`src/rtl/pipe_pkg.sv`:
```
// Shared definitions for the inter-stage pipeline register: default
// redirect/reset PCs, ExcCode values and the occupancy FSM encoding.
package pipe_pkg;

    localparam logic [31:0] EXC_VEC_DEF  = 32'h0000_4180;
    localparam logic [31:0] RESET_PC_DEF = 32'h0000_3000;

    localparam logic [4:0] EXC_NONE = 5'd0;
    localparam logic [4:0] EXC_ADEL = 5'd4;
    localparam logic [4:0] EXC_ADES = 5'd5;
    localparam logic [4:0] EXC_RI   = 5'd10;
    localparam logic [4:0] EXC_OV   = 5'd12;

    typedef enum logic [1:0] {
        ST_EMPTY = 2'd0,
        ST_ONE   = 2'd1,
        ST_TWO   = 2'd2
    } state_e;

    // Number of entries held in a given FSM state.
    function automatic logic [1:0] state_occ(input state_e st);
        case (st)
            ST_EMPTY: return 2'd0;
            ST_ONE:   return 2'd1;
            ST_TWO:   return 2'd2;
            default:  return 2'd0;
        endcase
    endfunction

endpackage

```
`src/rtl/pipe_stage_skid_if.sv`:
```
// One valid/ready channel carrying a pipeline entry {pc, data, exc, bd}.
// master drives the entry, slave returns ready.
interface pipe_stage_skid_if #(
    parameter int DATA_W = 128,
    parameter int PC_W   = 32,
    parameter int EXC_W  = 5
);
    logic              valid;
    logic              ready;
    logic [PC_W-1:0]   pc;
    logic [DATA_W-1:0] data;
    logic [EXC_W-1:0]  exc;
    logic              bd;

    modport master (output valid, output pc, output data, output exc, output bd, input ready);
    modport slave  (input valid, input pc, input data, input exc, input bd, output ready);
endinterface

```
`src/rtl/pipe_skid_buf.sv`:
```
// Second storage slot of the pipeline register. Holds the entry that
// arrived while the output register was stalled.
module pipe_skid_buf #(
    parameter int DATA_W = 128,
    parameter int PC_W   = 32,
    parameter int EXC_W  = 5
) (
    input  logic              clk,
    input  logic              reset,
    input  logic              clr,
    input  logic              load,
    input  logic [PC_W-1:0]   in_pc,
    input  logic [DATA_W-1:0] in_data,
    input  logic [EXC_W-1:0]  in_exc,
    input  logic              in_bd,
    output logic [PC_W-1:0]   skid_pc,
    output logic [DATA_W-1:0] skid_data,
    output logic [EXC_W-1:0]  skid_exc,
    output logic              skid_bd
);
    logic [PC_W-1:0]   pc_q,   pc_d;
    logic [DATA_W-1:0] data_q, data_d;
    logic [EXC_W-1:0]  exc_q,  exc_d;
    logic              bd_q,   bd_d;

    // Next slot contents: clear on kill, capture on load, otherwise hold.
    always_comb begin
        pc_d   = pc_q;
        data_d = data_q;
        exc_d  = exc_q;
        bd_d   = bd_q;
        if (clr) begin
            pc_d   = '0;
            data_d = '0;
            exc_d  = '0;
            bd_d   = 1'b0;
        end else if (load) begin
            pc_d   = in_pc;
            data_d = in_data;
            exc_d  = in_exc;
            bd_d   = in_bd;
        end else begin
            pc_d   = pc_q;
        end
    end

    // Slot register with synchronous active-low reset.
    always_ff @(posedge clk) begin
        if (!reset) begin
            pc_q   <= '0;
            data_q <= '0;
            exc_q  <= '0;
            bd_q   <= 1'b0;
        end else begin
            pc_q   <= pc_d;
            data_q <= data_d;
            exc_q  <= exc_d;
            bd_q   <= bd_d;
        end
    end

    assign skid_pc   = pc_q;
    assign skid_data = data_q;
    assign skid_exc  = exc_q;
    assign skid_bd   = bd_q;

endmodule

```
`src/rtl/pipe_stage_skid.sv`:
```
// Inter-stage pipeline register (D->E, E->M, M->W) with valid/ready
// handshake, exception redirect (req) and flush-to-bubble.
// Build option PIPE_SKID_EN: adds a second entry (skid slot) so in_ready
// is a flop with no combinational path from out_ready. Without it the
// block is a single register with in_ready = ~out_valid | out_ready.
module pipe_stage_skid
    import pipe_pkg::*;
#(
    parameter int              DATA_W   = 128,
    parameter int              PC_W     = 32,
    parameter int              EXC_W    = 5,
    parameter logic [PC_W-1:0] EXC_VEC  = PC_W'(EXC_VEC_DEF),
    parameter logic [PC_W-1:0] RESET_PC = PC_W'(RESET_PC_DEF)
) (
    input  logic                    clk,
    input  logic                    reset,
    input  logic                    req,
    input  logic                    flush,
    pipe_stage_skid_if.slave        up,
    pipe_stage_skid_if.master       dn,
    output logic [1:0]              occ
);
    state_e            state_q,     state_d;
    logic              out_valid_q, out_valid_d;
    logic [PC_W-1:0]   out_pc_q,    out_pc_d;
    logic [DATA_W-1:0] out_data_q,  out_data_d;
    logic [EXC_W-1:0]  out_exc_q,   out_exc_d;
    logic              out_bd_q,    out_bd_d;

    logic in_ready_s;
    logic accept_s;
    logic drain_s;

`ifdef PIPE_SKID_EN
    logic              in_ready_q, in_ready_d;
    logic              skid_load_s;
    logic              skid_clr_s;
    logic [PC_W-1:0]   skid_pc_s;
    logic [DATA_W-1:0] skid_data_s;
    logic [EXC_W-1:0]  skid_exc_s;
    logic              skid_bd_s;

    pipe_skid_buf #(
        .DATA_W (DATA_W),
        .PC_W   (PC_W),
        .EXC_W  (EXC_W)
    ) u_skid (
        .clk       (clk),
        .reset     (reset),
        .clr       (skid_clr_s),
        .load      (skid_load_s),
        .in_pc     (up.pc),
        .in_data   (up.data),
        .in_exc    (up.exc),
        .in_bd     (up.bd),
        .skid_pc   (skid_pc_s),
        .skid_data (skid_data_s),
        .skid_exc  (skid_exc_s),
        .skid_bd   (skid_bd_s)
    );

    assign in_ready_s = in_ready_q;
`else
    assign in_ready_s = ~out_valid_q | dn.ready;
`endif

    assign accept_s = up.valid & in_ready_s;
    assign drain_s  = out_valid_q & dn.ready;

    // Next state and output register: req > flush > handshake.
    always_comb begin
        state_d     = state_q;
        out_valid_d = out_valid_q;
        out_pc_d    = out_pc_q;
        out_data_d  = out_data_q;
        out_exc_d   = out_exc_q;
        out_bd_d    = out_bd_q;
`ifdef PIPE_SKID_EN
        skid_load_s = 1'b0;
        skid_clr_s  = 1'b0;
`endif
        if (req) begin
            // Redirect to the exception vector; everything held is killed.
            state_d     = ST_EMPTY;
            out_valid_d = 1'b0;
            out_pc_d    = EXC_VEC;
            out_data_d  = '0;
            out_exc_d   = '0;
            out_bd_d    = 1'b0;
`ifdef PIPE_SKID_EN
            skid_clr_s  = 1'b1;
`endif
        end else if (flush) begin
            // Bubble keeps PC/BD so CP0 still sees a meaningful EPC/BD.
            state_d     = ST_EMPTY;
            out_valid_d = 1'b0;
            out_data_d  = '0;
            out_exc_d   = '0;
`ifdef PIPE_SKID_EN
            skid_clr_s  = 1'b1;
`endif
        end else begin
            case (state_q)
                ST_EMPTY: begin
                    if (accept_s) begin
                        state_d     = ST_ONE;
                        out_valid_d = 1'b1;
                        out_pc_d    = up.pc;
                        out_data_d  = up.data;
                        out_exc_d   = up.exc;
                        out_bd_d    = up.bd;
                    end else begin
                        state_d     = ST_EMPTY;
                    end
                end
                ST_ONE: begin
                    if (accept_s && drain_s) begin
                        state_d     = ST_ONE;
                        out_valid_d = 1'b1;
                        out_pc_d    = up.pc;
                        out_data_d  = up.data;
                        out_exc_d   = up.exc;
                        out_bd_d    = up.bd;
                    end else if (accept_s) begin
`ifdef PIPE_SKID_EN
                        // Output stalled: park the new entry in the skid slot.
                        state_d     = ST_TWO;
                        skid_load_s = 1'b1;
`else
                        // in_ready forces drain whenever accepting here.
                        state_d     = ST_ONE;
`endif
                    end else if (drain_s) begin
                        state_d     = ST_EMPTY;
                        out_valid_d = 1'b0;
                        out_data_d  = '0;
                        out_exc_d   = '0;
                    end else begin
                        state_d     = ST_ONE;
                    end
                end
                ST_TWO: begin
`ifdef PIPE_SKID_EN
                    if (drain_s) begin
                        // Skid entry moves to the output on the same edge.
                        state_d     = ST_ONE;
                        out_valid_d = 1'b1;
                        out_pc_d    = skid_pc_s;
                        out_data_d  = skid_data_s;
                        out_exc_d   = skid_exc_s;
                        out_bd_d    = skid_bd_s;
                    end else begin
                        state_d     = ST_TWO;
                    end
`else
                    state_d     = ST_EMPTY;
                    out_valid_d = 1'b0;
                    out_data_d  = '0;
                    out_exc_d   = '0;
`endif
                end
                default: begin
                    state_d     = ST_EMPTY;
                    out_valid_d = 1'b0;
                    out_data_d  = '0;
                    out_exc_d   = '0;
                end
            endcase
        end
`ifdef PIPE_SKID_EN
        in_ready_d = (state_d != ST_TWO);
`endif
    end

    // State and output register with synchronous active-low reset.
    always_ff @(posedge clk) begin
        if (!reset) begin
            state_q     <= ST_EMPTY;
            out_valid_q <= 1'b0;
            out_pc_q    <= RESET_PC;
            out_data_q  <= '0;
            out_exc_q   <= '0;
            out_bd_q    <= 1'b0;
`ifdef PIPE_SKID_EN
            in_ready_q  <= 1'b1;
`endif
        end else begin
            state_q     <= state_d;
            out_valid_q <= out_valid_d;
            out_pc_q    <= out_pc_d;
            out_data_q  <= out_data_d;
            out_exc_q   <= out_exc_d;
            out_bd_q    <= out_bd_d;
`ifdef PIPE_SKID_EN
            in_ready_q  <= in_ready_d;
`endif
        end
    end

    assign up.ready = in_ready_s;
    assign dn.valid = out_valid_q;
    assign dn.pc    = out_pc_q;
    assign dn.data  = out_data_q;
    assign dn.exc   = out_exc_q;
    assign dn.bd    = out_bd_q;
    assign occ      = state_occ(state_q);

endmodule

```
`src/flat_wrapper.sv`:
```
// flat-port wrapper written by rule: the top's interface ports become plain ports
module pipe_stage_skid_flat import pipe_pkg::*;
#(
    parameter int              DATA_W   = 128,
    parameter int              PC_W     = 32,
    parameter int              EXC_W    = 5,
    parameter logic [PC_W-1:0] EXC_VEC  = PC_W'(EXC_VEC_DEF),
    parameter logic [PC_W-1:0] RESET_PC = PC_W'(RESET_PC_DEF)
)
  (clk, reset, req, flush, occ, up_valid, up_pc, up_data, up_exc, up_bd, up_ready, dn_valid, dn_pc, dn_data, dn_exc, dn_bd, dn_ready);
  pipe_stage_skid_if #(.DATA_W(DATA_W), .PC_W(PC_W), .EXC_W(EXC_W)) up_i ();
  pipe_stage_skid_if #(.DATA_W(DATA_W), .PC_W(PC_W), .EXC_W(EXC_W)) dn_i ();
  input  logic clk;
  input  logic reset;
  input  logic req;
  input  logic flush;
  output logic [1:0] occ;
  input wire logic [$bits(up_i.valid)-1:0] up_valid;
  input wire logic [$bits(up_i.pc)-1:0] up_pc;
  input wire logic [$bits(up_i.data)-1:0] up_data;
  input wire logic [$bits(up_i.exc)-1:0] up_exc;
  input wire logic [$bits(up_i.bd)-1:0] up_bd;
  output wire logic [$bits(up_i.ready)-1:0] up_ready;
  output wire logic [$bits(dn_i.valid)-1:0] dn_valid;
  output wire logic [$bits(dn_i.pc)-1:0] dn_pc;
  output wire logic [$bits(dn_i.data)-1:0] dn_data;
  output wire logic [$bits(dn_i.exc)-1:0] dn_exc;
  output wire logic [$bits(dn_i.bd)-1:0] dn_bd;
  input wire logic [$bits(dn_i.ready)-1:0] dn_ready;
  assign up_i.valid = up_valid;
  assign up_i.pc = up_pc;
  assign up_i.data = up_data;
  assign up_i.exc = up_exc;
  assign up_i.bd = up_bd;
  assign up_ready = up_i.ready;
  assign dn_valid = dn_i.valid;
  assign dn_pc = dn_i.pc;
  assign dn_data = dn_i.data;
  assign dn_exc = dn_i.exc;
  assign dn_bd = dn_i.bd;
  assign dn_i.ready = dn_ready;
  pipe_stage_skid #(.DATA_W(DATA_W), .PC_W(PC_W), .EXC_W(EXC_W), .EXC_VEC(EXC_VEC), .RESET_PC(RESET_PC)) u_core (.clk(clk), .reset(reset), .req(req), .flush(flush), .up(up_i), .dn(dn_i), .occ(occ));
endmodule
```
`config.mk`:
```
export PLATFORM = sky130hd
export DESIGN_NAME = pipe_stage_skid_flat
export DESIGN_NICKNAME = d
export VERILOG_FILES = /design/src/rtl/pipe_pkg.sv /design/src/rtl/pipe_stage_skid_if.sv /design/src/rtl/pipe_skid_buf.sv /design/src/rtl/pipe_stage_skid.sv /design/src/flat_wrapper.sv
export SDC_FILE = /design/constraint.sdc
export NUM_CORES = 1
export LEC_CHECK = 0
export BUFFER_PORTS_ARGS = -buffer_cell sky130_fd_sc_hd__buf_4
export CAP_MARGIN = 20
export CORE_MARGIN = 4
export CORE_UTILIZATION = 40
export DETAILED_ROUTE_END_ITERATION = 8
export PLACE_DENSITY = 0.73
export SLEW_MARGIN = 20
export SYNTH_ARGS = -nofsm -noshare
export SYNTH_HDL_FRONTEND = slang
export SYNTH_SLANG_ARGS = --single-unit
```
`constraint.sdc`:
```
create_clock -name clk -period 1.2 [get_ports clk]
set_input_delay 0.24 -clock clk [delete_from_list [all_inputs] [get_ports clk]]
set_output_delay 0.24 -clock clk [all_outputs]
set_load 0.05 [all_outputs]
```
==> results_dict.tcl <==
set metrics [dict create \
    stdcell_count 1434 \
    grt_pass1_wl_um 44480 \
    die_h_um 142.6 \
    track_usage_pct 27.05 \
    post-route-period-util_pct 128.7 \
    fin_worst_skew_ns 0.009108 \
    ant_nets 0 \
    met3_usage_pct 7.602 \
    max_slew_margin_pct 58.85 \
    layout_min_cycle_time_ns 1.544 \
    path_clk_slew_ns 0.07 \
    synth_warnings 0 \
    grt_pass1_vias 8167 \
    synthCells 813 \
    areaGrowthSynthToFinish_pct 96.26 \
    final-hold-violation-count 0 \
    synth-seq-cells 168 \
    gr-total-overflow 0 \
    reg2reg_setup_slack_ns -0.34 \
    setup_viol 171 \
    num_rows 48 \
    cp-startpoint "u_core.dn.valid" \
    cts_buffers 17 \
    seq_area_frac_synth_pct 46.38 \
    h-tree-depth 4 \
    critical_path_class "flop to flop" \
    holdWs_ns 0.07323 \
    antenna_cells 0 \
    grt_max_degree 45 \
    final_nets 1368 \
    synth_cell_type_count 25 \
    dpl_cell_area_um2 10620 \
    syn_area_per_cell_um2 8.920 \
    dr.pass1.iters 7 \
    wire_per_inst_um 24.72 \
    tns_ns -34.75 \
    ios 342 \
    required_ns 1.49 \
    clock_sinks 168 \
    first_iter_violations 694 \
    violations "setup timing" \
    synthesis.nets 985 \
    timing.fmax_mhz 647.7 \
    max_cap_violations 0 \
    slew_violations 0 \
    p_per_area_nw_per_um2 998.8 \
    port-buffer-count 340 \
    drc 0 \
    initial_core_util_pct 41.35 \
    layout-drive-gt1-share_pct 65.01 \
    vdd_drop_max_v 0.0009463 \
    vias_per_cell 6.416 \
    worst_pin_slew_ns 0.6173 \
    clock_path_buffers 2 \
    stdcell_area_um2 14230 \
    use_met1_pct 33.43 \
    dp_hpwl_um 18810 \
    die_w_um 142.6 \
    dieArea_um2 20350 \
    min_from "up_pc[19]" \
    leakage_nw 5.703 \
    use_met2_pct 43.97 \
    clock_latency_ns 0.42 \
    finalWeightedCongestion 0.8020 \
    drt-total-wl_um 35440 \
    place_inst 1334 \
    antenna_found_initial 1 \
    hold_class "input port to flop" \
    core_um2 17540 \
    cp.arrival_ns 1.83 \
    cts_root_buf "clkbuf_16" \
    status "complete, but fails checks" \
    layout_common_cells "228 x buf_4, 166 x nand4_1, 150 x a21oi_1" \
    cts_tree "built" \
    grt_setup_unrepaired "yes" \
    r2r-start "u_core.dn.valid" \
    cp_max_fo 8 \
    vias 9200 \
    grt.busiest_layer "met2" \
    synth_area_um2 7252 \
    setup_slack_ns -0.3440 \
    cp-end-kind "flop" \
    start_kind "flop" \
    final_common_cell "buf_4" \
]
metal layers:
layer / up-vias / part of all wire, %
met2: 571 / 49
met3: 137 / 8.7
met1: 4502 / 37
li1: 3988 / -
met5: - / 0.056
met4: 2 / 5.4
final timing paths:
kind,to,cells past startpoint
max,u_core.dn.pc[23],6
min,u_core.dn.pc[19],3
max reg2reg,u_core.dn.pc[23],6
min reg2reg,u_core.dn.data[8],2
cells in the mapped netlist:
library cell | n | share of area (%)
buf_6 | 8 | 1.2
nor2_1 | 3 | 0.16
a211oi_1 | 1 | 0.10
o311a_1 | 3 | 0.41
a21oi_1 | 162 | 11
mux2i_1 | 1 | 0.14
inv_2 | 1 | 0.052
buf_2 | 70 | 4.8
nand4_1 | 166 | 14
nor2b_2 | 1 | 0.12
o311ai_0 | 2 | 0.24
clkbuf_1 | 42 | 2.2
o31ai_1 | 161 | 17
dfxtp_1 | 168 | 46
inv_1 | 2 | 0.10
nor2_2 | 1 | 0.086
nor3_2 | 1 | 0.14
or2_1 | 1 | 0.086
buf_4 | 6 | 0.62
nor2b_1 | 4 | 0.35
buf_1 | 3 | 0.16
nand3_1 | 1 | 0.069
conb_1 | 1 | 0.052
nand2b_1 | 3 | 0.26
o21ai_1 | 1 | 0.069
stage by stage:
stage,util (%),setup slack [ns],total power [mW]
2_1_floorplan,-,-0.1817,6.959
5_1_grt,81.16,-0.3807,14.63
3_5_place_dp,60.57,-0.1831,7.981
4_1_cts,68.68,-0.2900,13.86
6_report,81.16,-0.3440,14.21
3_3_place_gp,60.57,-0.1405,7.971
state kept, by name, summed over array words and instances, names as in the netlist:
signal,flops
u_core.dn.data,128
u_core.state_q,1
u_core.dn.pc,32
u_core.dn.valid,1
u_core.dn.bd,1
u_core.dn.exc,5
worst max-delay path, cell delays in order (launching register included):
cell       delay [ns]
dfxtp_4          0.35
nor2b_4          0.13
buf_4            0.17
buf_12           0.16
clkbuf_16        0.19
o31ai_2          0.28
a21oi_1          0.12
final cells by class:
cell class	count	area, µm²
inverters	3	13.76
well taps	225	281.5
clock buffers	21	470.5
multi-input cells	514	3971
repair buffers	492	5692
clock inverters	11	143.9
fillers	933	3304
flip-flops and latches	168	3660
cells by family after synthesis:
kind of cell,after synthesis,share of synthesized area (%)
compound gates,330,28.68
simple gates,181,15.58
flops,168,46.38
buf+inv,132,9.179
mux,1,0.1380
other cells,1,0.05171
what timing repair did:
item / 4_1_cts / 5_1_grt
pin swaps: 133 / 30
gates resized for setup: 90 / 503
cloned: 11 / 16
buffers inserted: 16 / 26
endpoints found under the setup margin: 324 / 336
hold buffers: 0 / 0
report_power, final:
group	switching (mW)	internal [mW]
combinational	1.44	1.19
clock	2.38	3.45
sequential	0.110	5.64
total	3.93	10.3
Note: power is estimated with default switching activity, not from simulation.
